**src/rtl/ofdm_tx_pkg.sv**
```systemverilog
// Shared 802.11a transmit definitions: coding-rate codes, puncturing keep masks
// and pattern periods used by the puncturer and the receive-side depuncturer.
package ofdm_tx_pkg;

    typedef enum logic [1:0] {
        RATE_1_2  = 2'b00,
        RATE_2_3  = 2'b01,
        RATE_3_4  = 2'b10,
        RATE_RSVD = 2'b11
    } rate_t;

    // Keep masks are {keep_a, keep_b}; A is always emitted before B.
    localparam logic [1:0] KEEP_1_2_P0 = 2'b11;
    localparam logic [1:0] KEEP_2_3_P0 = 2'b11;
    localparam logic [1:0] KEEP_2_3_P1 = 2'b10;
    localparam logic [1:0] KEEP_3_4_P0 = 2'b11;
    localparam logic [1:0] KEEP_3_4_P1 = 2'b10;
    localparam logic [1:0] KEEP_3_4_P2 = 2'b01;

    localparam logic [1:0] PERIOD_1_2 = 2'd1;
    localparam logic [1:0] PERIOD_2_3 = 2'd2;
    localparam logic [1:0] PERIOD_3_4 = 2'd3;

    function automatic logic [1:0] rate_period(input rate_t rate);
        logic [1:0] period;
        case (rate)
            RATE_2_3: period = PERIOD_2_3;
            RATE_3_4: period = PERIOD_3_4;
            default:  period = PERIOD_1_2;
        endcase
        return period;
    endfunction

    // The reserved code is treated as rate 1/2 so the burst still goes out.
    function automatic rate_t rate_normalise(input logic [1:0] code);
        rate_t rate;
        case (code)
            2'b01:   rate = RATE_2_3;
            2'b10:   rate = RATE_3_4;
            default: rate = RATE_1_2;
        endcase
        return rate;
    endfunction

endpackage

```
**src/rtl/punct_mask.sv**
```systemverilog
// Combinational puncturing pattern lookup: (rate, phase) -> which of A/B survive.
module punct_mask
    import ofdm_tx_pkg::*;
(
    input  rate_t       rate,
    input  logic [1:0]  phase,
    output logic        keep_a,
    output logic        keep_b
);

    logic [1:0] mask;

    // Out-of-range phases fall back to keeping both bits, never to dropping a pair.
    always_comb begin
        mask = KEEP_1_2_P0;
        case (rate)
            RATE_2_3: mask = (phase == 2'd1) ? KEEP_2_3_P1 : KEEP_2_3_P0;
            RATE_3_4: begin
                case (phase)
                    2'd1:    mask = KEEP_3_4_P1;
                    2'd2:    mask = KEEP_3_4_P2;
                    default: mask = KEEP_3_4_P0;
                endcase
            end
            default:  mask = KEEP_1_2_P0;
        endcase
    end

    assign {keep_a, keep_b} = mask;

endmodule

```
**src/rtl/conv_puncture.sv**
```systemverilog
// 802.11a puncturer: deletes encoder bits per rate pattern and serialises the
// survivors at one bit per clock, stalling the encoder while a second bit drains.
module conv_puncture
    import ofdm_tx_pkg::*;
(
    input  logic        sys_clk,
    input  logic        sys_rstn,
    input  logic [1:0]  rate_sel,
    input  logic        sym_start,
    input  logic [1:0]  data_in,
    input  logic        data_last_i,
    input  logic        data_valid_i,
    output logic        data_ready_o,
    output logic        data_out,
    output logic        data_valid_o,
    output logic        data_last_o,
    output logic        rate_err_o
);

    rate_t      rate_q;
    rate_t      pair_rate;
    logic [1:0] phase_q;
    logic [1:0] pair_phase;
    logic [1:0] phase_inc;
    logic [1:0] next_phase;
    logic [1:0] period;
    logic       hold_cnt;
    logic       hold_bit;
    logic       hold_last;
    logic       accept;
    logic       keep_a;
    logic       keep_b;
    logic       two_kept;
    logic       first_bit;

    assign data_ready_o = ~hold_cnt;
    assign accept       = data_valid_i & data_ready_o;

    // A pair flagged sym_start is punctured with the newly selected rate from phase 0.
    assign pair_rate  = sym_start ? rate_normalise(rate_sel) : rate_q;
    assign pair_phase = sym_start ? 2'd0 : phase_q;

    punct_mask u_punct_mask (
        .rate   (pair_rate),
        .phase  (pair_phase),
        .keep_a (keep_a),
        .keep_b (keep_b)
    );

    assign two_kept   = keep_a & keep_b;
    assign first_bit  = keep_a ? data_in[1] : data_in[0];
    assign period     = rate_period(pair_rate);
    assign phase_inc  = pair_phase + 2'd1;
    assign next_phase = (data_last_i || (phase_inc >= period)) ? 2'd0 : phase_inc;

    always_ff @(posedge sys_clk or negedge sys_rstn) begin
        if (!sys_rstn) begin
            rate_q     <= RATE_1_2;
            phase_q    <= 2'd0;
            rate_err_o <= 1'b0;
        end else if (accept) begin
            rate_q  <= pair_rate;
            phase_q <= next_phase;
            if (sym_start && (rate_sel == RATE_RSVD)) begin
                rate_err_o <= 1'b1;
            end
        end
    end

    // Accept and drain are exclusive because ready is low whenever a bit is held.
    always_ff @(posedge sys_clk or negedge sys_rstn) begin
        if (!sys_rstn) begin
            data_out     <= 1'b0;
            data_valid_o <= 1'b0;
            data_last_o  <= 1'b0;
            hold_cnt     <= 1'b0;
            hold_bit     <= 1'b0;
            hold_last    <= 1'b0;
        end else if (accept) begin
            data_out     <= first_bit;
            data_valid_o <= 1'b1;
            data_last_o  <= data_last_i & ~two_kept;
            hold_cnt     <= two_kept;
            hold_bit     <= data_in[0];
            hold_last    <= data_last_i & two_kept;
        end else if (hold_cnt) begin
            data_out     <= hold_bit;
            data_valid_o <= 1'b1;
            data_last_o  <= hold_last;
            hold_cnt     <= 1'b0;
        end else begin
            data_valid_o <= 1'b0;
            data_last_o  <= 1'b0;
        end
    end

endmodule

```
**config.mk**
```make
export PLATFORM = sky130hd
export DESIGN_NAME = conv_puncture
export DESIGN_NICKNAME = d
export VERILOG_FILES = /design/src/rtl/ofdm_tx_pkg.sv /design/src/rtl/punct_mask.sv /design/src/rtl/conv_puncture.sv
export SDC_FILE = /design/constraint.sdc
export NUM_CORES = 1
export LEC_CHECK = 0
export CORE_UTILIZATION = 43
export CTS_CLUSTER_SIZE = 16
export DETAILED_ROUTE_END_ITERATION = 8
export GPL_ROUTABILITY_DRIVEN = 0
export PLACE_DENSITY = 0.76
export SETUP_SLACK_MARGIN = 0.4
export SLEW_MARGIN = 30
export SYNTH_ARGS = -nofsm -noshare
export SYNTH_HDL_FRONTEND = slang
export SYNTH_HIERARCHICAL = 1
export SYNTH_SLANG_ARGS = --single-unit
```
**constraint.sdc**
```tcl
create_clock -name sys_clk -period 1.8 [get_ports sys_clk]
set_input_delay 0.36 -clock sys_clk [delete_from_list [all_inputs] [get_ports sys_clk]]
set_output_delay 0.36 -clock sys_clk [all_outputs]
set_load 0.01 [all_outputs]
```
Yosys cells after proc, flatten, opt, wreduce, memory -nomap -nowiden --
Index checks and enable logic that the tools add are counted.
Cells by class: add/sub/neg operators 1, $mul 0, divide/modulo/power cells 0, order comparisons 1, equality and inequality tests 7, shifts and indexed selects 0, muxes and demuxes 16, bitwise gates (word level) 6, reductions and logical operators 4
Operators by type and width (count):
- $pmux 2 s2 | 4
- $mux 1 | 9
- $eq 2x2->1 const B | 4
- $eq 2x1->1 const B | 3
- $mux 2 | 3
- $and 1x1->1 | 4
- $add 2x1->2 const B | 1
- $ge 2x2->1 | 1
- $not 1->1 | 2
- $reduce_and 2->1 | 1
- $reduce_bool 2->1 | 1
- $logic_and 1x1->1 | 1
- $logic_or 1x1->1 | 1
Storage, ports and cells: register bits 11, latch bits 0, RAM bits 0, memory bits (read-only) 0, input bits 9, output and inout port bits 5, logic and storage cells 44, memories kept 0

Logic depth before layout (Yosys ltp) --
Gate-level depths: netlist of run 1.
depth in word-level cells 9, mapped depth 10, depth with buffers taken out 10

Cells and area by module --
Netlist of run 1, hierarchy kept.
Modules (own cells, without submodules):
- conv_puncture | times used 1, cells each 52, area an instance 586.8 sq um, seq. area each 275.3 sq um
- punct_mask | times used 1, cells each 9, area an instance 65.1 sq um, seq. area each 0.0 sq um

Least setup slack after synthesis of run 1 --
Ideal clock, no wire load.
path kind input to register, start input port sym_start, end register phase_q[1], library setup time 104 ps, arrival 1943 ps, required time 1696 ps, slack -247 ps, stages 8, cell sequence buf_2 > o21ai_0 > ha_1 > inv_1 > ha_1 > nand2b_4 > a211o_1 > o41ai_2
On the way: cells in the longest elaborated chain, start to end 6, elaborated cells on any way between the ends 9, classes of those cells add/sub: 1; order compare: 1; eq/ne: 2; mux: 4; reduce/logical: 1
RTL lines:
- from (decl) | RTL line conv_puncture.sv:9 | input logic sym_start,
- $mux 2 (*) | RTL line conv_puncture.sv:40 | assign pair_rate = sym_start ? rate_normalise(rate_sel) : rate_q;
- via pair_rate[0] | RTL line conv_puncture.sv:21 | rate_t pair_rate;
- $eq 2x2->1 or $eq 2x1->1 (tied branches) | RTL line ofdm_tx_pkg.sv:26 | case (rate)
- $pmux 2 s2 (*) | RTL line ofdm_tx_pkg.sv:26
- $ge 2x2->1 (*) | RTL line conv_puncture.sv:54 | assign next_phase = (data_last_i || (phase_inc >= period)) ? 2'd0 : phase_inc;
- $logic_or 1x1->1 (*) | RTL line conv_puncture.sv:54
- $mux 2 (*) | RTL line conv_puncture.sv:54
- to (signal assigned) | RTL line conv_puncture.sv:63 | phase_q <= next_phase;
- to (decl) | RTL line conv_puncture.sv:22 | logic [1:0] phase_q;
The timed path passes the listed nets; every way through them passes the cells marked *. A chain may end at the register's enable or synchronous reset.

Worst setup path after layout of run 1 --
start register rate_q[1], end register phase_q[0]
On the way: cells in the longest elaborated chain, start to end 6, elaborated cells on any way between the ends 7, classes of those cells order compare: 1; eq/ne: 2; mux: 3; reduce/logical: 1
RTL lines:
- from (decl) | RTL line conv_puncture.sv:20 | rate_t rate_q;
- from (signal assigned) | RTL line conv_puncture.sv:62 | rate_q <= pair_rate;
- $mux 2 (*) | RTL line conv_puncture.sv:40
- $eq 2x2->1 or $eq 2x1->1 (tied branches) | RTL line ofdm_tx_pkg.sv:26
- $pmux 2 s2 (*) | RTL line ofdm_tx_pkg.sv:26
- $ge 2x2->1 (*) | RTL line conv_puncture.sv:54
- $logic_or 1x1->1 (*) | RTL line conv_puncture.sv:54
- $mux 2 (*) | RTL line conv_puncture.sv:54
Mark *: on every way between the ends. The rest lies on a longest branch, timed or not.

==> flow_summary.yaml, run 1 <==
synthesis:
  avgSynthCellArea_sq_um: 10.7
  syn_area_sq_um: 652
  synth_area_leaders: "dfrtp_1 (42%), ha_1 (9.6%), mux2_4 (4.6%)"
  yosysSeqAreaShare_pct: 42.2
  syn-instance-count: 61
  yosysWarnings: 6
  synth.distinct_cells: 24
  ys_seq_elements: 11
  synth.top_cell.area_share_pct: 42.2
  yosys.area.top_type: "dfrtp_1"
  synth_fp_nets: 75
clock_network:
  cts_tree: "done"
  hold_buffers: 0
  clock_latency_ns: 0.28
  cts.sinks: 11
  clk_path_buf_depth: 2
  cts-buffers-inserted: 3
  path_clk_slew_ns: 0.07
  clockRootBuffer: "clkbuf_4"
  cts-htree-levels: 1
finish:
  diodes: 0
  layout-drive-gt1-share_pct: 43.0
  layout_common_cells: "dfrtp_1 (11), buf_4 (8), clkdlybuf4s50_1 (5), dlygate4sd2_1 (5), nand2_1 (4)"
  final_cells: 101
  area_delta_synth_final_pct: 47.6
  finalNetCount: 101
  final_common_cell: "dfrtp_1"
setup_path:
  crit_chain: "mux2i_2 > ha_2 > ha_1 > a211o_1 > buf_6 > o31ai_4"
  slowest_stage: "dfrtp_1"
  cp.arrival_ns: 2.06
  start_kind: "register"
  cp_slowest_stage_delay_ns: 0.39
  critPathCaptureType: "register"
  cp.required_ns: 1.99
  worstSetupPathType: "register to register"
  worst-path-buf-inv: 1
  cp_top_family: "adder cells"
  critPathMaxFanout: 2
floorplan:
  start_util_pct: 48.3
  num_rows: 13
  die_w_um: 40.9
  io_pins: 14
  dieHeight_um: 40.9
  die-area_sq_um: 1680
  core-area_sq_um: 1350
global_routing:
  gr-total-overflow: 0
  first_global_vias: 476
  grtUsageTotal_pct: 20.1
  grt_max_degree: 12
  grt_pass1_wl_um: 2060
  grt_antenna_before_repair: 0
sta:
  min_period_ns: 1.87
  setup_violations: 3
  worst_pin_slew_ns: 0.497
  finalClockSkew_ns: 0.00172
  hold_viol: 0
  drv_slew: 0
  period_share_pct: 104
  holdWs_ns: 0.372
  slew_headroom_pct: 66.8
  fmax_mhz: 535
  rsz0062_at_grt: "true"
  setup_slack_ns: -0.0709
routing:
  remaining_drc_errors: 0
  dr.pass1.iters: 4
  vias: 523
  routed_wl_um: 1400
  vias_per_cell: 5.18
  wire_per_inst_um: 13.9
  ant_nets: 0
  drt_iter0_drc: 23
power_and_ir_drop:
  leakage_nw: 0.445
  pwr_density_cell_nw_per_um2: 1230
  irDropWorstVdd_mv: 0.614
placed_design:
  port_buffers: 13
  hpwl_um: 898
  place_inst: 91
  place_ws_ns: -0.632
outcome:
  failed_checks: "negative setup slack"
  outcome: "finished with violations"
worst_hold_path:
  holdCritPathClass: "input pin to register"
run:
  cap_violations: 0
## Yosys cell counts (all sizes together)
master / count
buf: 2
or2: 1
nand3: 2
nand2b: 3
nor2b: 4
xnor2: 1
o41ai: 1
o21bai: 2
o31ai: 1
o21ai: 3
a211oi: 1
mux2i: 2
a21o: 1
ha: 5
nand3b: 1
a22o: 1
inv: 6
dfrtp: 11
nor2: 4
a211o: 2
nand2: 5
mux2: 2
## flip-flops by register name, indices dropped and copies added, names as in the netlist
register      count
data_last_o       1
rate_err_o        1
data_out          1
hold_bit          1
phase_q           2
data_valid_o      1
hold_cnt          1
hold_last         1
rate_q            2
## cell families after synthesis
family                   synth area share, %
XOR/XNOR                                1.34
flip-flops                              42.2
buffers and inverters                   5.95
multiplexers                            7.68
AO/OA/AOI/OAI                           15.4
AND/OR/NAND/NOR                         17.9
adder cells (fa/ha/maj)                 9.60
## tightest hold or removal path, stage by stage
cell,delay [ns]
clkbuf_2,0.12
nand3_1,0.08
o21bai_1,0.06
## routing by layer
metal	routed length, um	global-route usage [%]
met1	634	22.7
met5	0	0
met2	699	33.6
met3	51	4.89
met4	16	12.5
## area by class of cell
class	instances	area [sq um]
Timing Repair Buffer	23	204
Multi-Input combinational cell	42	413
Sequential cell	11	275
Fill cell	101	388
Tap cell	15	18.8
Inverter	6	25.0
Clock buffer	4	26.3
## what timing repair did
item / CTS / global route
setup buffers: 4 / 2
resized for setup: 25 / 6
endpoints found under the hold margin: 0 / 0
pin swaps: 9 / 9
setup endpoints to repair: 11 / 6
## report_power, final
part	leakage [nW]	total (W)	internal, W	switching (W)
registers	0.136	0.000379	0.000333	0.0000466
clock network	0.0150	0.000179	0.0000860	0.0000934
logic	0.294	0.000623	0.000341	0.000282
total	0.445	0.00118	0.000760	0.000422
## through the flow
step	utilization (%)	cell area (sq um)	TNS (ns)	total power [W]
6_report	71.3	962	-0.101	0.00118
5_1_grt	71.3	962	-0.356	0.00127
4_1_cts	69.1	933	-0.278	0.00113
3_5_place_dp	61.1	825	-3.09	0.000876
3_3_place_gp	61.1	825	-2.92	0.000857
2_1_floorplan	-	672	-0.0739	0.000703
## worst paths after layout
kind	start	end	slack, ns	cells after the start
min in group asynchronous	sys_rstn	data_last_o	0.41	1
hold / removal	rate_sel[0]	rate_err_o	0.37	3
setup / recovery	rate_q[1]	phase_q[0]	-0.07	6
setup reg to reg	rate_q[1]	phase_q[0]	-0.07	6
max in group asynchronous	sys_rstn	phase_q[0]	1.05	1
hold reg to reg	rate_err_o	rate_err_o	0.47	1
(Power assumes the default switching activity.)
==> run 2: changes to the inputs <==
- CORE_UTILIZATION: 43 -> 25
- PLACE_DENSITY: 0.76 -> 0.51
- SYNTH_HIERARCHICAL: 1 -> not set
==> flow_summary.yaml, run 2 <==
setup_path:
  critPathMaxFanout: 2
  cp.required_ns: 1.97
  critPathCaptureType: "register"
  start_kind: "register"
  crit_end: "phase_q[0]"
  worstRegToRegCells: 8
  crit_path_start: "rate_q[0]"
  reg2reg_from: "rate_q[0]"
  rrSetupSlack_ns: 0.07
  crit_chain: "a21oi_2 > inv_2 > ha_4 > inv_2 > ha_4 > nand2b_4 > a211o_1 > o31ai_1"
  slowest_stage: "dfrtp_1"
  worstSetupPathType: "register to register"
  cp.arrival_ns: 1.91
  r2r_end: "phase_q[0]"
  cp_slowest_stage_delay_ns: 0.39
finish:
  finalNetCount: 108
  multi_input_area_sq_um: 385
  nFillCells: 222
  layout_common_cells: "nand2_1 (11), dfrtp_1 (11), buf_4 (10)"
  area_delta_synth_final_pct: 66.3
  post-route-util_pct: 44.7
  register_area_sq_um: 275
  reg_top3: "phase_q: 2 flops, rate_q: 2 flops"
  layout-drive-gt1-share_pct: 40.2
  diodes: 0
sta:
  worst_pin_slew_ns: 0.489
  fmax_mhz: 577
  slew_headroom_pct: 67.3
  rsz0062_at_grt: "true"
  drv_slew: 0
  period_share_pct: 96.4
  finalClockSkew_ns: 0.000257
  holdWs_ns: 0.422
  setup_violations: 0
  min_period_ns: 1.73
  hold_viol: 0
  tns_ns: 0
synthesis:
  synth.top_cell.area_share_pct: 45.8
  ys_seq_elements: 11
  syn-instance-count: 63
  syn_area_sq_um: 601
  avgSynthCellArea_sq_um: 9.53
  synthFlopType: "dfrtp_1"
  synth_fp_nets: 78
  yosysSeqAreaShare_pct: 45.8
  synth_edf_count: 0
  yosysWarnings: 0
  synth.distinct_cells: 20
  yosys.area.top_type: "dfrtp_1"
  synth_area_leaders: "dfrtp_1 (46%), ha_1 (13%), nand2_1 (8.1%)"
  netlist_top_cells_count: "nand2_1 (13), dfrtp_1 (11), inv_1 (9), ha_1 (6)"
  ys_async_sr_fraction_pct: 100
  synth_most_common_cell: "nand2_1"
floorplan:
  io_pins: 14
  start_util_pct: 26.9
  die-area_sq_um: 2600
  num_rows: 17
  dieHeight_um: 51.0
  core-area_sq_um: 2230
  die_w_um: 51.0
global_routing:
  grt_use_met2_pct: 21.9
  grtUsageTotal_pct: 13.2
  first_global_vias: 552
  grt_busiest_layer: "met2"
  use_met1_pct: 14.7
  grt_antenna_before_repair: 0
  grt_use_met3_pct: 5.65
  grt_max_degree: 13
  gr-total-overflow: 0
  grt_pass1_wl_um: 2420
clock_network:
  clockRootBuffer: "clkbuf_4"
  path_clk_slew_ns: 0.07
  hold_buffers: 0
  clk_path_buf_depth: 2
  cts_tree: "done"
  clock_latency_ns: 0.27
  cts-htree-levels: 1
  cts.sinks: 11
  cts-buffers-inserted: 3
run:
  cap_violations: 0
power_and_ir_drop:
  leakage_nw: 0.473
  pwr_density_cell_nw_per_um2: 870
  fin_total_pwr_w: 0.000869
  irDropWorstVdd_mv: 0.551
routing:
  dr.pass1.iters: 4
  vias: 526
  ant_nets: 0
  vias_per_cell: 4.38
  routed_wl_um: 1380
  drt_iter0_drc: 1
  wire_per_inst_um: 11.5
  remaining_drc_errors: 0
outcome:
  outcome: "finished, final reports clean"
placed_design:
  port_buffers: 13
  hpwl_um: 1000
worst_hold_path:
  holdCritPathClass: "input pin to asynchronous set/reset pin"
## run 2: cell count changes after synthesis, moves of 2 or more
| cell | change |
|---|---|
| a21oi_1 | +2 |
| o21bai_1 | -2 |
| o31ai_1 | +2 |
| nand3_1 | -2 |
| inv_1 | +3 |
| nand2_1 | +8 |
| nor2b_1 | -3 |
| mux2_4 | -2 |
## run 2: repair_timing
item	4_1_cts	5_1_grt
endpoints found under the hold margin	0	0
endpoints found under the setup margin	11	6
pin swaps	10	7
cloned	0	0
gates resized for setup	29	7
buffers inserted	3	1
## run 2: report_power, final
group / leakage, nW / total (W) / internal, W / switching [W]
Combinational: 0.321 / 0.000371 / 0.000202 / 0.000170
Sequential: 0.137 / 0.000332 / 0.000302 / 0.0000303
Clock: 0.0150 / 0.000165 / 0.0000858 / 0.0000792
## run 2: worst max-delay path, delay by kind of cell (launching register included)
family                   cells  cell delay [ns]
AO/OA/AOI/OAI                3             0.67
adder cells (fa/ha/maj)      2             0.33
buffers and inverters        2             0.12
flip-flops                   1             0.39
AND/OR/NAND/NOR              1             0.13
## run 2: cell families (layout without fill, tap and decap cells)
family,Yosys count,in the layout,synth area share [%]
AO/OA/AOI/OAI,13,13,15.2
AND/OR/NAND/NOR,22,22,18.3
flip-flops,11,11,45.8
multiplexers,1,1,1.67
adder cells (fa/ha/maj),6,6,12.5
buffers and inverters,10,39,6.46
## run 2: worst min-delay path by stage
stage | start | slack, ns | endpoint
after floorplan | sys_rstn | 0.06 | data_last_o
after global placement | rate_err_o | 0.47 | rate_err_o
after detailed placement | rate_err_o | 0.46 | rate_err_o
after CTS | rate_sel[1] | 0.42 | rate_err_o
after global routing | rate_sel[1] | 0.44 | rate_err_o
final | sys_rstn | 0.42 | data_valid_o
## run 2: cell type report
cell class | count | share of cell area, %
Sequential cell | 11 | 27.6
Timing Repair Buffer | 26 | 22.8
Multi-Input combinational cell | 42 | 38.6
Clock buffer | 4 | 2.63
Inverter | 9 | 4.89
Tap cell | 28 | 3.51
## run 2: per-stage QoR
stage	area [sq um]	setup slack (ns)	instances
final	998	0.0655	120
after global routing	998	-0.0420	120
after CTS	955	0.0343	119
after detailed placement	872	-0.695	112
after global placement	872	-0.684	112
after floorplan	644	0.0156	63
## run 2: layer usage
layer / vias up / routed length, um
met3: 4 / 69
met4: 0 / 19
li1: 267 / -
met2: 10 / 680
met5: - / 0
met1: 245 / 612
